<file path="config.mk">
export PLATFORM = sky130hd
export DESIGN_NAME = vga_timing_gen
export DESIGN_NICKNAME = d
export VERILOG_FILES = /design/src/rtl/vga_timing_pkg.sv /design/src/rtl/pixel_tick_div.sv /design/src/rtl/vga_timing_gen.sv
export SDC_FILE = /design/constraint.sdc
export NUM_CORES = 1
export LEC_CHECK = 0
export BUFFER_PORTS_ARGS = -buffer_cell sky130_fd_sc_hd__buf_4
export CAP_MARGIN = 20
export CORE_ASPECT_RATIO = 1.4
export CORE_UTILIZATION = 53
export CTS_CLUSTER_DIAMETER = 50
export DETAILED_ROUTE_END_ITERATION = 7
export PLACE_DENSITY = 0.78
export SLEW_MARGIN = 5
export SYNTH_ARGS = -nofsm -noshare
export SYNTH_HDL_FRONTEND = slang
export SYNTH_SLANG_ARGS = --single-unit
</file>
<file path="constraint.sdc">
create_clock -name clk -period 2.15 [get_ports clk]
set_input_delay 0.1075 -clock clk [delete_from_list [all_inputs] [get_ports clk]]
set_output_delay 0.1075 -clock clk [all_outputs]
set_load 0.05 [all_outputs]
</file>
<file path="src/rtl/vga_timing_pkg.sv">
// Shared VGA raster timing sets, sync polarity constants and a line/frame total helper.
package vga_timing_pkg;

    typedef struct packed {
        int unsigned display;
        int unsigned front;
        int unsigned sync;
        int unsigned back;
    } axis_timing_t;

    localparam axis_timing_t VGA640_H = '{display: 640, front: 16, sync: 96,  back: 48};
    localparam axis_timing_t VGA640_V = '{display: 480, front: 10, sync: 2,   back: 33};
    localparam axis_timing_t VGA800_H = '{display: 800, front: 40, sync: 128, back: 88};
    localparam axis_timing_t VGA800_V = '{display: 600, front: 1,  sync: 4,   back: 23};

    localparam logic SYNC_ACT_LOW  = 1'b0;
    localparam logic SYNC_ACT_HIGH = 1'b1;

    function automatic int unsigned axis_total(input int unsigned display, input int unsigned front,
                                               input int unsigned sync, input int unsigned back);
        return display + front + sync + back;
    endfunction

endpackage

</file>
<file path="src/rtl/pixel_tick_div.sv">
// Pixel tick divider: p_tick is high one clk in every CLK_DIV while en is high (CLK_DIV=1 => always).
// Tick is combinational from the count register; en low clears the count on the next edge, no backpressure.
module pixel_tick_div #(
    parameter int unsigned CLK_DIV = 4
) (
    input  logic clk,
    input  logic reset_n,
    input  logic en,
    output logic p_tick
);

    localparam int unsigned      DIV_W    = (CLK_DIV > 1) ? $clog2(CLK_DIV) : 1;
    localparam logic [DIV_W-1:0] DIV_LAST = DIV_W'(CLK_DIV - 1);

    logic [DIV_W-1:0] div_q, div_d;

    always_comb begin
        div_d = div_q;
        if (!en || div_q == DIV_LAST) begin
            div_d = '0;
        end else begin
            div_d = div_q + DIV_W'(1);
        end
    end

    always_ff @(posedge clk or negedge reset_n) begin
        if (!reset_n) begin
            div_q <= '0;
        end else begin
            div_q <= div_d;
        end
    end

    assign p_tick = en && (div_q == '0);

endmodule

</file>
<file path="src/rtl/vga_timing_gen.sv">
// VGA raster timing: pixel tick, H/V counters, registered syncs (1 clk behind counters), strobes.
// Free-running with no backpressure; en low parks at (0,0). VGA_TIMING_FRAME_CNT_EN adds frame_cnt.
module vga_timing_gen
    import vga_timing_pkg::*;
#(
    parameter int unsigned CLK_DIV   = 4,
    parameter int unsigned H_DISPLAY = VGA640_H.display,
    parameter int unsigned H_FRONT   = VGA640_H.front,
    parameter int unsigned H_SYNC    = VGA640_H.sync,
    parameter int unsigned H_BACK    = VGA640_H.back,
    parameter int unsigned V_DISPLAY = VGA640_V.display,
    parameter int unsigned V_FRONT   = VGA640_V.front,
    parameter int unsigned V_SYNC    = VGA640_V.sync,
    parameter int unsigned V_BACK    = VGA640_V.back,
    parameter logic        HSYNC_POL = SYNC_ACT_LOW,
    parameter logic        VSYNC_POL = SYNC_ACT_LOW,
    parameter int unsigned CNT_W     = 10,
    parameter int unsigned FRAME_W   = 8
) (
    input  logic             clk,
    input  logic             reset_n,
    input  logic             en,
    output logic             p_tick,
    output logic [CNT_W-1:0] x,
    output logic [CNT_W-1:0] y,
    output logic             video_on,
    output logic             hsync,
    output logic             vsync,
    output logic             line_end,
    output logic             frame_end
`ifdef VGA_TIMING_FRAME_CNT_EN
    ,
    output logic [FRAME_W-1:0] frame_cnt
`endif
);

    localparam int unsigned H_TOTAL = axis_total(H_DISPLAY, H_FRONT, H_SYNC, H_BACK);
    localparam int unsigned V_TOTAL = axis_total(V_DISPLAY, V_FRONT, V_SYNC, V_BACK);

    localparam logic [CNT_W-1:0] H_VIS   = CNT_W'(H_DISPLAY);
    localparam logic [CNT_W-1:0] H_LAST  = CNT_W'(H_TOTAL - 1);
    localparam logic [CNT_W-1:0] H_SYN_S = CNT_W'(H_DISPLAY + H_FRONT);
    localparam logic [CNT_W-1:0] H_SYN_E = CNT_W'(H_DISPLAY + H_FRONT + H_SYNC - 1);
    localparam logic [CNT_W-1:0] V_VIS   = CNT_W'(V_DISPLAY);
    localparam logic [CNT_W-1:0] V_LAST  = CNT_W'(V_TOTAL - 1);
    localparam logic [CNT_W-1:0] V_SYN_S = CNT_W'(V_DISPLAY + V_FRONT);
    localparam logic [CNT_W-1:0] V_SYN_E = CNT_W'(V_DISPLAY + V_FRONT + V_SYNC - 1);

    if (H_TOTAL > (64'd1 << CNT_W) || V_TOTAL > (64'd1 << CNT_W)) begin : g_cnt_w_chk
        $error("vga_timing_gen: CNT_W too narrow for H_TOTAL/V_TOTAL");
    end
    if (CLK_DIV < 1 || FRAME_W < 1) begin : g_param_chk
        $error("vga_timing_gen: CLK_DIV and FRAME_W must be >= 1");
    end

    // Gating with reset_n keeps tick, strobes and video_on low while reset is held.
    logic run;
    assign run = en && reset_n;

    pixel_tick_div #(.CLK_DIV(CLK_DIV)) u_div (
        .clk     (clk),
        .reset_n (reset_n),
        .en      (run),
        .p_tick  (p_tick)
    );

    logic [CNT_W-1:0] x_q, x_d, y_q, y_d;
    logic             hsync_q, hsync_d, vsync_q, vsync_d;

    always_comb begin
        x_d = x_q;
        y_d = y_q;
        if (!run) begin
            x_d = '0;
            y_d = '0;
        end else if (p_tick) begin
            x_d = (x_q == H_LAST) ? '0 : x_q + CNT_W'(1);
            if (x_q == H_LAST) begin
                y_d = (y_q == V_LAST) ? '0 : y_q + CNT_W'(1);
            end
        end
    end

    always_comb begin
        hsync_d = (run && x_q >= H_SYN_S && x_q <= H_SYN_E) ? HSYNC_POL : ~HSYNC_POL;
        vsync_d = (run && y_q >= V_SYN_S && y_q <= V_SYN_E) ? VSYNC_POL : ~VSYNC_POL;
    end

    always_ff @(posedge clk or negedge reset_n) begin
        if (!reset_n) begin
            x_q     <= '0;
            y_q     <= '0;
            hsync_q <= ~HSYNC_POL;
            vsync_q <= ~VSYNC_POL;
        end else begin
            x_q     <= x_d;
            y_q     <= y_d;
            hsync_q <= hsync_d;
            vsync_q <= vsync_d;
        end
    end

    assign x         = x_q;
    assign y         = y_q;
    assign hsync     = hsync_q;
    assign vsync     = vsync_q;
    assign video_on  = run && (x_q < H_VIS) && (y_q < V_VIS);
    assign line_end  = p_tick && (x_q == H_LAST);
    assign frame_end = line_end && (y_q == V_LAST);

`ifdef VGA_TIMING_FRAME_CNT_EN
    // Counts completed frames; survives en low, cleared only by reset.
    logic [FRAME_W-1:0] frame_cnt_q, frame_cnt_d;

    always_comb begin
        frame_cnt_d = frame_end ? frame_cnt_q + FRAME_W'(1) : frame_cnt_q;
    end

    always_ff @(posedge clk or negedge reset_n) begin
        if (!reset_n) begin
            frame_cnt_q <= '0;
        end else begin
            frame_cnt_q <= frame_cnt_d;
        end
    end

    assign frame_cnt = frame_cnt_q;
`endif

endmodule
</file>
# Word level (Yosys, flattened, before mapping)
# Cells that the tools add are included.
# op_classes
addsub	3
multipliers	0
n_div	0
n_lt_le_gt_ge	6
n_eq_ne	5
n_shift	0
muxes	10
bitwise_logic	0
n_reduce_logical	14
# op_table
op	count
10-bit 2-to-1 mux	7
10-bit by 1-bit adder with 10-bit output (second input constant)	2
10-bit equality test (second input constant)	2
10-bit >= comparator (second input constant)	1
10-bit by 9-bit >= comparator with 1-bit output (second input constant)	1
10-bit less-or-equal comparator (second input constant)	1
10-bit by 9-bit less-or-equal comparator with 1-bit output (second input constant)	1
1-bit logical AND	10
10-bit < comparator (second input constant)	1
10-bit by 9-bit < comparator with 1-bit output (second input constant)	1
2-bit by 1-bit adder with 2-bit output (second input constant)	1
2-bit equality test (second input constant)	1
2-bit logical NOT	1
1-bit 2-to-1 mux	2
2-bit 2-to-1 mux	1
2-bit by 1-bit != test with 1-bit output (second input constant)	1
2-bit != test (second input constant)	1
2-bit AND reduction	1
1-bit logical NOT	1
1-bit logical OR	1
# word_totals
reg_bits	24
latchBits	0
ramBits	0
rom_bits	0
input_bits	3
out_inout_bits	26
wordCells	43
memories	0

# Depth between registers and ports, before layout
# depth
depth_word	5
ltp_mapped	9
ltp_nobuf	8

# By module
# A second synthesis with hierarchy kept.
# unflattened
cells_unflattened	157
hier_area_um2	1500.2
# modules_own_cells
module	n_inst	cells_each	area_per_inst_um2	seq_area_each_um2
vga_timing_gen	1	148	1390.1	553.0
pixel_tick_div	1	9	110.1	50.0

# Worst setup path after synthesis
# OpenSTA, ideal clock, no wires.
# synth_path
path_kind	reg2out
start	reg y_q[5], in the netlist y[5]
end	out frame_end
arrival_time_ns	2.322
t_required_ns	2.043
slack_ns	-0.279
stages_incl_launch_ff	6
n_path_buf	2
path_cell_list	dfrtp_1 buf_6 or3_1 or4_1 buf_2 nor2_1
# synth_via
elab_chain_len	2
# synth_lines
item	line	text
from (decl)	vga_timing_gen.sv:67	logic [CNT_W-1:0] x_q, x_d, y_q, y_d;
from (signal assigned)	vga_timing_gen.sv:97	y_q <= y_d;
10-bit equality test	vga_timing_gen.sv:109	assign frame_end = line_end && (y_q == V_LAST);
1-bit logical AND	vga_timing_gen.sv:109	
to (decl)	vga_timing_gen.sv:30	output logic frame_end
# Every way passes these cells.

# Worst setup path in the final report
# layout_path
start	reg y_q[6], in the netlist y[6]
end	out frame_end
# The elaborated chain is that of the path after synthesis.

==> out/qor.txt <==
status = finished clean
Total Power = 763.8 µW
CP Class = reg -> out
maximum fanout along the worst path = 6
vias in the first global route = 1224
count of cell types in the netlist = 37
port bufs = 28
CTS tree = yes
peak supply drop = 0.3962 mV
area grow syn2layout = 27.07%
fillcell total = 207
final global-route overflow total = 0
CTS Root Cell = clkbuf_4
initial antenna violation count = 0
die width = 45.09 µm
commonest cells after routing, fill and taps aside = buf_4 (39), dfrtp_1 (18), nand2_1 (11), a31oi_1 (11), nand3_1 (10)
clock skew = 0.009096 ns
first-pass GRT wire length = 5.388 mm
Max-cap violations = 0
ys flop type = dfrtp_1
Slew Viols, Final = 0
routed len/inst = 15.16 µm
PwrDens = 436.4 nW/µm²
Critical Path RT = 2.04 ns
initial drt markers = 38
drt first pass iters = 4
crit-path leading delay family = simple AND/OR/NAND/NOR gates
DRC Markers = 0
GR Util All Layers = 25.53%
async set-reset flop share out of synthesis = 100.0%
crit-path max cell delay = 0.54 ns
# diodes = 0
placer's final routability congestion estimate = 0.9196
largest net degree at the start of global routing = 25
Slowest cell on crit path = or4_4
antenna-violating nets left = 0
Synth Warn # = 0
crit-path cells = or3_1 -> or4_4 -> nor2_2 -> buf_6
Initial Util = 56.99%
Detailed Route WL = 3.321 mm
HPWL Detailed = 2.363 mm
Vias = 1289
worst endpoint data arrival time = 1.99 ns
clock sinks = 24
min Tclk post-route = 2.093 ns
crit path buf inv count = 1
Die Height = 62.32 µm
Post-Syn Area = 1378 µm²
site row count = 21
commonest non-fill, non-tap cell in the layout = buf_4
Post-synth EDFFs = 0
Yosys reg bits = 24
crit end category = output pin
CP Launch Type = flip-flop
Vias/cell = 5.886
leak pwr = 0.8061 nW
Clk Latency, worst-skew pair = 0.31 ns
post-synthesis sequential area ratio = 43.78%
Avg Inst Size Synth = 9.435 µm²
CTS Buffer Depth = 2
syn_nets = 156
post-synthesis cell count = 146
share of layout cells above drive strength 1 = 30.27%
htree depth = 1
Setup Viol. Count Final = 0
RSZ-0062 raised after global routing = no
I/O Pins = 29
CTS buffer count = 3
Final #Nets = 196
PnR worst setup slack = 0.05740 ns
core area = 2417 µm²
Rel. slew slack = 63.47%
Peak Freq = 477.9 MHz
pre-CTS WS = 0.2336 ns
DIE AREA = 2810 µm²
crit share post-route = 97.33%
worst slew pin tran = 0.5430 ns
CTS clk-pin slew, worst paths = 0.13 ns
final hold violation count = 0
HP Class = in -> reg
[through the flow]
stage	cell area (µm²)	hold WS, ns	setup TNS (ns)	utilization, %	std cells
CTS	1700	0.2072	0	70.34	213
floorplan	1386	-0.1881	-0.05021	-	146
global route	1750	0.2268	0	72.41	219
finish	1750	0.2244	0	72.41	219
detailed placement	1642	0.1565	0	67.91	207
global placement	1642	0.1525	0	67.91	207
[what timing repair did]
item | CTS | global route
gates resized for setup | 2 | 2
gates cloned | 0 | 0
hold buffers | 1 | 0
setup buffers | 1 | 6
pin swaps | 0 | 2
hold endpoints to repair | 22 | 0
endpoints found under the setup margin | 1 | 2
[synthesized netlist by cell type (3+ instances only)]
library cell	number	area, µm²
buf_2	4	20.02
dfrtp_1	22	550.5
nand4_1	6	37.54
o21ai_1	5	25.02
a31oi_1	11	68.82
a41oi_1	4	35.03
nand2_1	11	41.29
and3_1	5	31.28
nand3_1	10	50.05
xor2_1	7	61.31
nor2_1	10	37.54
and2_1	3	18.77
or3_1	4	25.02
inv_1	9	33.78
ha_1	7	87.58
[tightest hold or removal path, delay by kind of cell]
family,cells,cell delay [ns]
buf+inv,1,0.12
compound gates,1,0.10
simple gates,1,0.18
[kinds of logic (layout without fill, tap and decap cells)]
logic type | after synthesis | after routing | synth area share [%]
adders and majority gates | 7 | 7 | 6.358
and+or+nand+nor | 60 | 60 | 23.89
xor gates and xnor gates | 8 | 8 | 5.086
AOI/OAI and AO/OA | 30 | 30 | 14.81
muxes | 1 | 1 | 0.8174
buffers and inverters | 16 | 55 | 5.267
DFF | 24 | 24 | 43.78
[layer usage]
layer	global-route usage (%)	vias to the layer above	share of wire, %
li1	-	614	-
met1	31.37	629	40
met2	44.75	44	55
met3	2.907	2	4.1
met4	7.576	0	0.63
met5	0	-	0
[flip-flops by register name, indices dropped and copies added (netlist names)]
register     cells
x               10
vsync            1
hsync            1
y               10
u_div.div_q      2
[final timing paths]
kind                                           from                       end  slack, ns  cells after the start
hold reg to reg            u_div.div_q[0]$_DFF_PN0_  u_div.div_q[0]$_DFF_PN0_       0.48                      1
setup reg to reg                   y[6]$_DFFE_PN0P_          y[5]$_DFFE_PN0P_       0.24                      5
setup / recovery                   y[6]$_DFFE_PN0P_                 frame_end       0.06                      4
hold / removal                                   en          x[1]$_DFFE_PN0P_       0.22                      3
max in group asynchronous                   reset_n           hsync$_DFF_PN1_       1.50                      3
min in group asynchronous                   reset_n          y[6]$_DFFE_PN0P_       0.35                      3
[report_power, final]
part	switching, mW	internal (mW)
Sequential	0.00327	0.456
Combinational	0.0479	0.0211
Clock	0.133	0.103
[layout make-up]
type	instances	area, µm²	area share (%)
Sequential cell	24	608.1	34.74
Inverter	10	41.29	2.359
Clock buffer	4	36.28	2.073
Tap cell	34	42.54	2.430
Multi-Input combinational cell	106	708.2	40.46
Timing Repair Buffer	41	314.1	17.94
Power figures use the tool's default switching activity.
